**config.mk**
```make
export PLATFORM = sky130hd
export DESIGN_NAME = mem_arbiter
export DESIGN_NICKNAME = d
export VERILOG_FILES = /design/src/rtl/mem_arbiter.sv
export SDC_FILE = /design/constraint.sdc
export NUM_CORES = 1
export LEC_CHECK = 0
export ABC_AREA = 0
export CORE_AREA = 2 2 111 113
export CTS_BUF_LIST = sky130_fd_sc_hd__clkbuf_8
export DETAILED_ROUTE_END_ITERATION = 10
export DIE_AREA = 0 0 113 115
export GPL_ROUTABILITY_DRIVEN = 0
export PLACE_DENSITY = 0.62
export SLEW_MARGIN = 20
export SYNTH_ARGS = -nofsm -noshare
export SYNTH_HDL_FRONTEND = slang
export SYNTH_SLANG_ARGS = --single-unit
export TNS_END_PERCENT = 1
```
**constraint.sdc**
```tcl
create_clock -name clk -period 2 [get_ports clk]
set_input_delay 0.2 -clock clk [delete_from_list [all_inputs] [get_ports clk]]
set_output_delay 0.2 -clock clk [all_outputs]
set_load 0.005 [all_outputs]
```
**src/rtl/mem_arbiter.sv**
```systemverilog
// mem_arbiter: two-port (instruction fetch / data) arbiter in front of a
// single shared memory port. One transaction is outstanding at a time.
// Data requests win by default. Fetch wins once it has been passed over
// StarveLimit times in a row.
//
// Handshake semantics (all request/response channels): a transfer happens
// on a rising edge where valid && ready are both 1. The requester holds
// valid and payload stable until that edge. Ready may depend
// combinationally on valid. Responses have no ready and are single-cycle
// pulses.
module mem_arbiter #(
   parameter int Width       = 32,
   parameter int StarveLimit = 3
) (
   input  logic             clk,
   input  logic             rst,
   // fetch port
   input  logic             if_req_valid,
   output logic             if_req_ready,
   input  logic [Width-1:0] if_addr,
   output logic             if_rsp_valid,
   output logic [Width-1:0] if_rsp_data,
   // data port
   input  logic             dm_req_valid,
   output logic             dm_req_ready,
   input  logic [Width-1:0] dm_addr,
   input  logic [Width-1:0] dm_wdata,
   input  logic             dm_we,
   input  logic [3:0]       dm_be,
   output logic             dm_rsp_valid,
   output logic [Width-1:0] dm_rsp_data,
   // shared memory port
   output logic             mem_req_valid,
   input  logic             mem_req_ready,
   output logic [Width-1:0] mem_addr,
   output logic [Width-1:0] mem_wdata,
   output logic             mem_we,
   output logic [3:0]       mem_be,
   input  logic             mem_rsp_valid,
   input  logic [Width-1:0] mem_rsp_data,
   // observability
   output logic [1:0]       dbg_state,
   output logic [3:0]       dbg_starve_cnt
);

   typedef enum logic [1:0] {
      IDLE    = 2'd0,
      WAIT_IF = 2'd1,
      WAIT_DM = 2'd2
   } state_t;

   localparam logic [3:0] StarveMax = 4'(StarveLimit);

   state_t     state;
   logic       lock_valid;  // a request is presented but not yet accepted
   logic       lock_sel;    // locked selection: 1 = fetch, 0 = data
   logic [3:0] starve_cnt;

   logic sel_if;
   logic in_idle;
   logic accept;

   // Arbitration and request mux. A locked selection overrides fresh
   // arbitration so the presented request never changes before acceptance.
   always_comb begin
      sel_if        = 1'b0;
      in_idle       = 1'b0;
      mem_req_valid = 1'b0;
      mem_addr      = '0;
      mem_wdata     = '0;
      mem_we        = 1'b0;
      mem_be        = 4'h0;
      if_req_ready  = 1'b0;
      dm_req_ready  = 1'b0;
      accept        = 1'b0;

      if (lock_valid) begin
         sel_if = lock_sel;
      end else begin
         sel_if = if_req_valid && (!dm_req_valid || (starve_cnt == StarveMax));
      end

      in_idle = (state == IDLE) && !rst;

      if (sel_if) begin
         mem_addr  = if_addr;
         mem_wdata = '0;
         mem_we    = 1'b0;
         mem_be    = 4'hF;
      end else begin
         mem_addr  = dm_addr;
         mem_wdata = dm_wdata;
         mem_we    = dm_we;
         mem_be    = dm_be;
      end

      if (in_idle) begin
         mem_req_valid = sel_if ? if_req_valid : dm_req_valid;
         if_req_ready  = sel_if && mem_req_ready;
         dm_req_ready  = !sel_if && mem_req_ready;
      end

      accept = mem_req_valid && mem_req_ready;
   end

   // Zero-latency response steering to whichever port owns the transaction.
   always_comb begin
      if_rsp_valid = !rst && (state == WAIT_IF) && mem_rsp_valid;
      dm_rsp_valid = !rst && (state == WAIT_DM) && mem_rsp_valid;
      if_rsp_data  = mem_rsp_data;
      dm_rsp_data  = mem_rsp_data;
   end

   // Transaction FSM, selection lock and fetch starvation counter.
   always_ff @(posedge clk) begin
      if (rst) begin
         state      <= IDLE;
         lock_valid <= 1'b0;
         lock_sel   <= 1'b0;
         starve_cnt <= 4'd0;
      end else begin
         case (state)
            IDLE: begin
               if (accept) begin
                  state      <= sel_if ? WAIT_IF : WAIT_DM;
                  lock_valid <= 1'b0;
                  if (sel_if || !if_req_valid) begin
                     starve_cnt <= 4'd0;
                  end else if (starve_cnt >= StarveMax) begin
                     starve_cnt <= StarveMax;
                  end else begin
                     starve_cnt <= starve_cnt + 4'd1;
                  end
               end else if (mem_req_valid) begin
                  lock_valid <= 1'b1;
                  lock_sel   <= sel_if;
               end
            end
            WAIT_IF, WAIT_DM: begin
               // The response cycle itself never issues a new request.
               if (mem_rsp_valid) begin
                  state <= IDLE;
               end
            end
            default: state <= IDLE;
         endcase
      end
   end

   assign dbg_state      = state;
   assign dbg_starve_cnt = starve_cnt;

endmodule

```
==> impl_metrics.tcl <==
set metrics [dict create \
    viasPerCell 3.87 \
    area_delta_synth_final_pct 96.3 \
    worst_slew_pin_slew_ns 0.447 \
    max-vdd-ir-drop_uv 158 \
    synth_edf_count 0 \
    crit_buf_inv 3 \
    rsz0062_at_grt "yes" \
    ios 283 \
    p_per_area_nw_per_um2 381 \
    antenna_left 0 \
    clock-root-buffer "clkbuf_8" \
    antenna_cells 0 \
    cts.sinks 8 \
    setup_ws_ns -0.237 \
    die_x_um 113 \
    drt-met1-wl_um 2140 \
    antenna_found_initial 0 \
    place_ws_ns -0.296 \
    fin_nets 488 \
    synth.largest_area_cell "buf_4" \
    critical_path_class "flip-flop to output port" \
    slowest_stage "or3b_4" \
    violations "DRC, setup timing" \
    worstHoldPathCells 0 \
    post-route-period-util 1.12 \
    seq_area_frac_synth 0.0916 \
    drt_pass1_iterations 9 \
    clk_pin_slew_worst_paths_ns 0.04 \
    cts_buffers 3 \
    top_layer "met4" \
    worstSetupStartpointType "flip-flop" \
    synth-async-reset-ratio 0 \
    row_count 40 \
    max_stage_delay_ns 0.40 \
    clock_latency_ns 0.23 \
    cts_buffer_depth 2 \
    htree_levels 1 \
    drt_iter0_markers 81 \
    ys_ff_latch 8 \
    cts.hold.buffers_added 0 \
    synth_flop_cell "dfxtp_1" \
    leakagePower_nw 1.56 \
    final_util 0.290 \
    fin_crit_ns 2.24 \
    initial_utilization 0.148 \
    hpwlAfterDp_um 5940 \
    max_freq_ghz 0.447 \
    route.met3.wl_um 1000 \
    syn_nets 337 \
    grt_pass1_vias 1957 \
    synthTopCellsByArea "buf_4 (27%), mux2_4 (24%), and2_1 (13%)" \
    cts_tree "built" \
    worst-endpoint-arrival_ns 2.04 \
    end_kind "output port" \
    synth_most_common_cell "buf_4" \
    grt_pass1_wl_um 9980 \
    synth_cell_types 32 \
    dieHeight_um 115 \
    hold_ws_ns 0.400 \
    crit_required_ns 1.80 \
    clock-skew-final_ns 0.00486 \
    hold_violations 0 \
    critPathTopFamily "simple AND/OR/NAND/NOR gates" \
    hold_class "input pin to output port" \
    cp_max_fo 6 \
    status "finished with violations" \
    drive_gt1_frac 0.469 \
    port_buffers 186 \
    route.detailed.drc 19 \
    dieArea_um2 13000 \
    yosys_warnings 0 \
    wl_met2_um 4110 \
    critPathMostFrequentCell "buf_4" \
    vias 1898 \
    avgSynthCellArea_um2 9.01 \
    worstSetupPathDepth 8 \
    drv_slew 0 \
    path_cells "ha_4 > or3b_4 > nand2_4 > a22o_4 > buf_4 > buf_4 > mux2_1 > clkbuf_2" \
    synth.top_cell.area_share 0.275 \
    synth_area_um2 1750 \
    synthTopCellsByCount "buf_4 (64), and2_1 (35), mux2_4 (28)" \
    ff2ff_path_depth 10 \
    grt_usage 0.0974 \
    relSlewSlack 0.701 \
    overflow 0 \
    core-area_um2 11800 \
    wl_um 7340 \
    drv_cap 0 \
    grt_start_max_net_pins 30 \
    routedWlPerCell_um 15.0 \
    setup_viol 70 \
    synthCells 194 \
]
## stage by stage
stage	power, mW	cells	TNS, ns	cell area [um2]
2_1_floorplan	0.635	194	0	1750
3_3_place_gp	1.11	475	-16.13	3410
3_5_place_dp	1.12	475	-17.16	3410
4_1_cts	1.27	482	-16.46	3500
5_1_grt	1.39	490	-11.95	3430
6_report	1.31	490	-8.62	3430
## path summary, 6_finish.rpt
path | startpoint | to | slack [ns]
worst max-delay path | dbg_starve_cnt[1]$_SDFFE_PP0P_ | mem_addr[31] | -0.24
worst min-delay path | mem_rsp_data[1] | dm_rsp_data[1] | 0.40
worst max register to register | dbg_starve_cnt[1]$_SDFFE_PP0P_ | lock_sel$_SDFFE_PP0P_ | 0.04
worst min register to register | dbg_starve_cnt[0]$_SDFFE_PP0P_ | dbg_starve_cnt[0]$_SDFFE_PP0P_ | 0.59
## timing repair
action                     CTS  global route
buffers inserted             3            10
pin swaps                    3            17
hold endpoints to repair     0             0
cloned                       1             2
gates resized for setup    127           166
setup endpoints to repair   72            71
## layout make-up
class	instances	area, um2
Fill cell	1236	8380
Timing Repair Buffer	219	1950
Multi-Input combinational cell	109	1070
Tap cell	147	184
Sequential cell	8	163
Clock buffer	3	41.3
Inverter	4	15.0
## placed cells by master, fill, tap and decap left out, drive strengths merged, types with 4 or more instances in the layout
| master | instances |
|---|---|
| clkdlybuf4s50 | 114 |
| clkbuf | 54 |
| buf | 53 |
| and2 | 35 |
| mux2 | 32 |
| dfxtp | 8 |
| nor2 | 5 |
| inv | 4 |
| nand2b | 4 |
| ha | 4 |
## cell families (layout without fill, tap and decap cells)
kind of cell | count (synthesis) | after routing | synth area share
muxes | 33 | 33 | 0.272
DFF | 8 | 8 | 0.0916
adders and majority gates | 4 | 4 | 0.0286
and+or+nand+nor | 56 | 56 | 0.195
buffers and inverters | 77 | 226 | 0.341
AOI/OAI and AO/OA | 16 | 16 | 0.0716
## flip-flops by register name (all words and copies together), names as in the netlist
| signal | count |
|---|---|
| dbg_starve_cnt | 4 |
| dbg_state | 2 |
| lock_sel | 1 |
| lock_valid | 1 |
## power breakdown
| group | internal (mW) | switching (mW) | total, mW |
|---|---|---|---|
| logic | 0.628 | 0.306 | 0.933 |
| registers | 0.171 | 0.0131 | 0.185 |
| clock network | 0.130 | 0.0589 | 0.189 |
| total | 0.929 | 0.378 | 1.31 |
## worst register-to-register path, stage by stage, from the launching register on
cell       delay [ns]
dfxtp_2          0.34
ha_4             0.13
or3b_4           0.40
nand2_4          0.08
buf_6            0.09
a22oi_2          0.06
buf_4            0.16
clkbuf_16        0.15
buf_8            0.13
buf_4            0.13
a311oi_1         0.19
## metal layers
| metal | vias up | GRT usage |
|---|---|---|
| met5 | - | 0 |
| met4 | 0 | 0.0228 |
| met3 | 12 | 0.0390 |
| met2 | 162 | 0.209 |
| met1 | 847 | 0.0811 |
| li1 | 877 | - |
No activity file was read; power rests on OpenSTA's default activity.
==> edit (same flow settings) <==
Change the parameter `Width` from 32 to 16.
--- a/src/rtl/mem_arbiter.sv
+++ b/src/rtl/mem_arbiter.sv
@@ -9,7 +9,7 @@
 // combinationally on valid. Responses have no ready and are single-cycle
 // pulses.
 module mem_arbiter #(
-   parameter int Width       = 32,
+   parameter int Width       = 16,
    parameter int StarveLimit = 3
 ) (
    input  logic             clk,
Interface: changed (8 resized); port bits go from 283 to 155. The function was not compared with the original's and may differ.
==> edit against the original RTL <==
- the run still ends with design-rule violations, negative setup slack left
- area after synthesis shrank 36%
- fmax increased by 2.5%
- count of clock-buffer cells in the layout is the same
- routed wire length is 42% lower
- final cell count down 24%
- first-iteration DRC count decreased by 38%
- cell area is 31% lower
- total power decreased by 26%
- worst setup slack improved by 0.054 ns
- core utilization down 9.0 points
- combinational power decreased by 37%
- sequential cell count unchanged
- critical endpoint is now mem_addr[15]
==> edit: results (changes against the original RTL) <==
GRT
  – Tot GR Track Use: 5.81% (-3.9 points)
  – Largest net degree at the start of global routing: 15 (-50%)
  – Initial antenna violation count: 0 (unchanged)

Critical path
  – R2r setup slk: 0.04 ns (about the same)
  – RR Startpoint: dbg_starve_cnt[0]$_SDFFE_PP0P_
  – CP Max Fanout: 5 (-1)
  – R2r endpoint: dbg_state[0]$_SDFFE_PP0P_

Clocking
  – Number of buffers created by CTS: 3 (unchanged)

Detailed routing
  – Via count: 1,264 (-33%)
  – Post-route DRC: 16 (-3)
  – Final wirelength: 4290 µm (-42%)
  – First drt pass iteration count: 7 (-2)
  – DRT iter0 DRCs: 50 (-38%)

Synthesis
  – Largest cells by area after synthesis: buf_4, dfxtp_1, mux2_4, and2_1, mux2_2
  – Post-Syn Nets: 206 (-39%)
  – Seq/Total Area, Yosys: 14.4% (+5.3 points)
  – Synth cell count leaders: buf_4, and2_1, dfxtp_1, mux2_4

Placement
  – Dpl cell area: 2220 µm² (-35%)
  – Buffers added on ports: 106 (-43%)
  – DP HPWL: 3290 µm (-45%)

STA
  – Worst-margin pin slew: 0.433 ns (-0.0137 ns)
  – Final Skew: 0.00241 ns (-0.00245 ns)
  – Final setup margin: -0.183 ns (+0.0544 ns)
  – Final Setup Violations: 24 (-66%)

Finish
  – Final nets: 308 (-37%)
  – Share of cells above drive strength 1: 44.1% (-2.9 points)
  – Fillers: 1,297 (+4.9%)

Worst hold path
  – Hold endpoint: dm_rsp_data[0]
  – Hold Startpoint: mem_rsp_data[0]

Power and ir drop
  – Peak VDD IR: 0.000164 V (+3.8%)
  – Net Sw Frac: 27.2% (-1.7 points)
  – Leak Pwr: 1.04 nW (-33%)

Run status
  – Failing checks: design-rule violations, negative setup slack
  – Status: finished, violations left
edit: cell types whose count changed after synthesis, moves of 2 or more:
| cell | unedited run | this run |
|---|---|---|
| mux2_2 | 0 | 5 |
| buf_2 | 2 | 0 |
| mux2_4 | 28 | 8 |
| buf_4 | 64 | 32 |
| buf_12 | 4 | 2 |
| and2_1 | 35 | 19 |
edit: timing repair:
action,4_1_cts,5_1_grt
gates resized for setup,124,63
gates cloned,3,1
hold endpoints to repair,0,0
endpoints found under the setup margin,40,39
pin swaps,6,10
buffers inserted,11,2
hold buffers,0,0
edit: cells by family (layout without fill, tap and decap cells):
family,Yosys count,in the layout,share of synthesized area [%]
AOI/OAI and AO/OA,16,16,11.5
adders and majority gates,4,4,4.50
buffers and inverters,42,142,28.0
DFF,8,8,14.4
muxes,17,17,19.8
and+or+nand+nor,40,40,21.7
edit: per-stage QoR:
stage               setup TNS (ns)  std cells  hold slack [ns]  util, %  worst slack [ns]
global route                 -4.89        374            0.400     20.1            -0.227
finish                       -3.10        374            0.400     20.1            -0.183
global placement             -6.37        359            0.400     18.8            -0.218
CTS                          -7.72        374            0.400     20.6            -0.244
detailed placement           -7.10        359            0.400     18.8            -0.238
floorplan                        0        127            0.272        -             0.137
edit: final cells by class:
cell class | count | area, µm² | share of cell area [%]
repair buffers | 134 | 1250 | 53.0
multi-input cells | 77 | 707 | 29.8
well taps | 147 | 184 | 7.77
flip-flops and latches | 8 | 163 | 6.87
clock buffers | 3 | 41.3 | 1.74
inverters | 5 | 18.8 | 0.792
edit: power by group through the flow:
| stage | registers [W] | clock network (W) | logic [W] |
|---|---|---|---|
| floorplan | 0.000183 | 0 | 0.000255 |
| global placement | 0.000189 | 0 | 0.000533 |
| detailed placement | 0.000190 | 0 | 0.000540 |
| CTS | 0.000188 | 0.000192 | 0.000608 |
| global route | 0.000190 | 0.000201 | 0.000637 |
| finish | 0.000188 | 0.000184 | 0.000592 |
edit: worst max-delay path by stage:
stage                     cells past startpoint                            from           end
final                                         8  dbg_starve_cnt[0]$_SDFFE_PP0P_  mem_addr[15]
after CTS                                     9  dbg_starve_cnt[1]$_SDFFE_PP0P_  mem_addr[10]
after floorplan                               7  dbg_starve_cnt[0]$_SDFFE_PP0P_   mem_addr[0]
after detailed placement                      7  dbg_starve_cnt[0]$_SDFFE_PP0P_  mem_addr[10]
after global routing                          8  dbg_starve_cnt[0]$_SDFFE_PP0P_  mem_addr[15]
after global placement                        7                    dm_req_valid  mem_wdata[4]
edit: routing by layer:
metal	share of wire (%)	GRT usage, %
met1	32	5.23
met2	54	11.9
met3	13	2.32
met4	0.63	1.54
met5	0	0
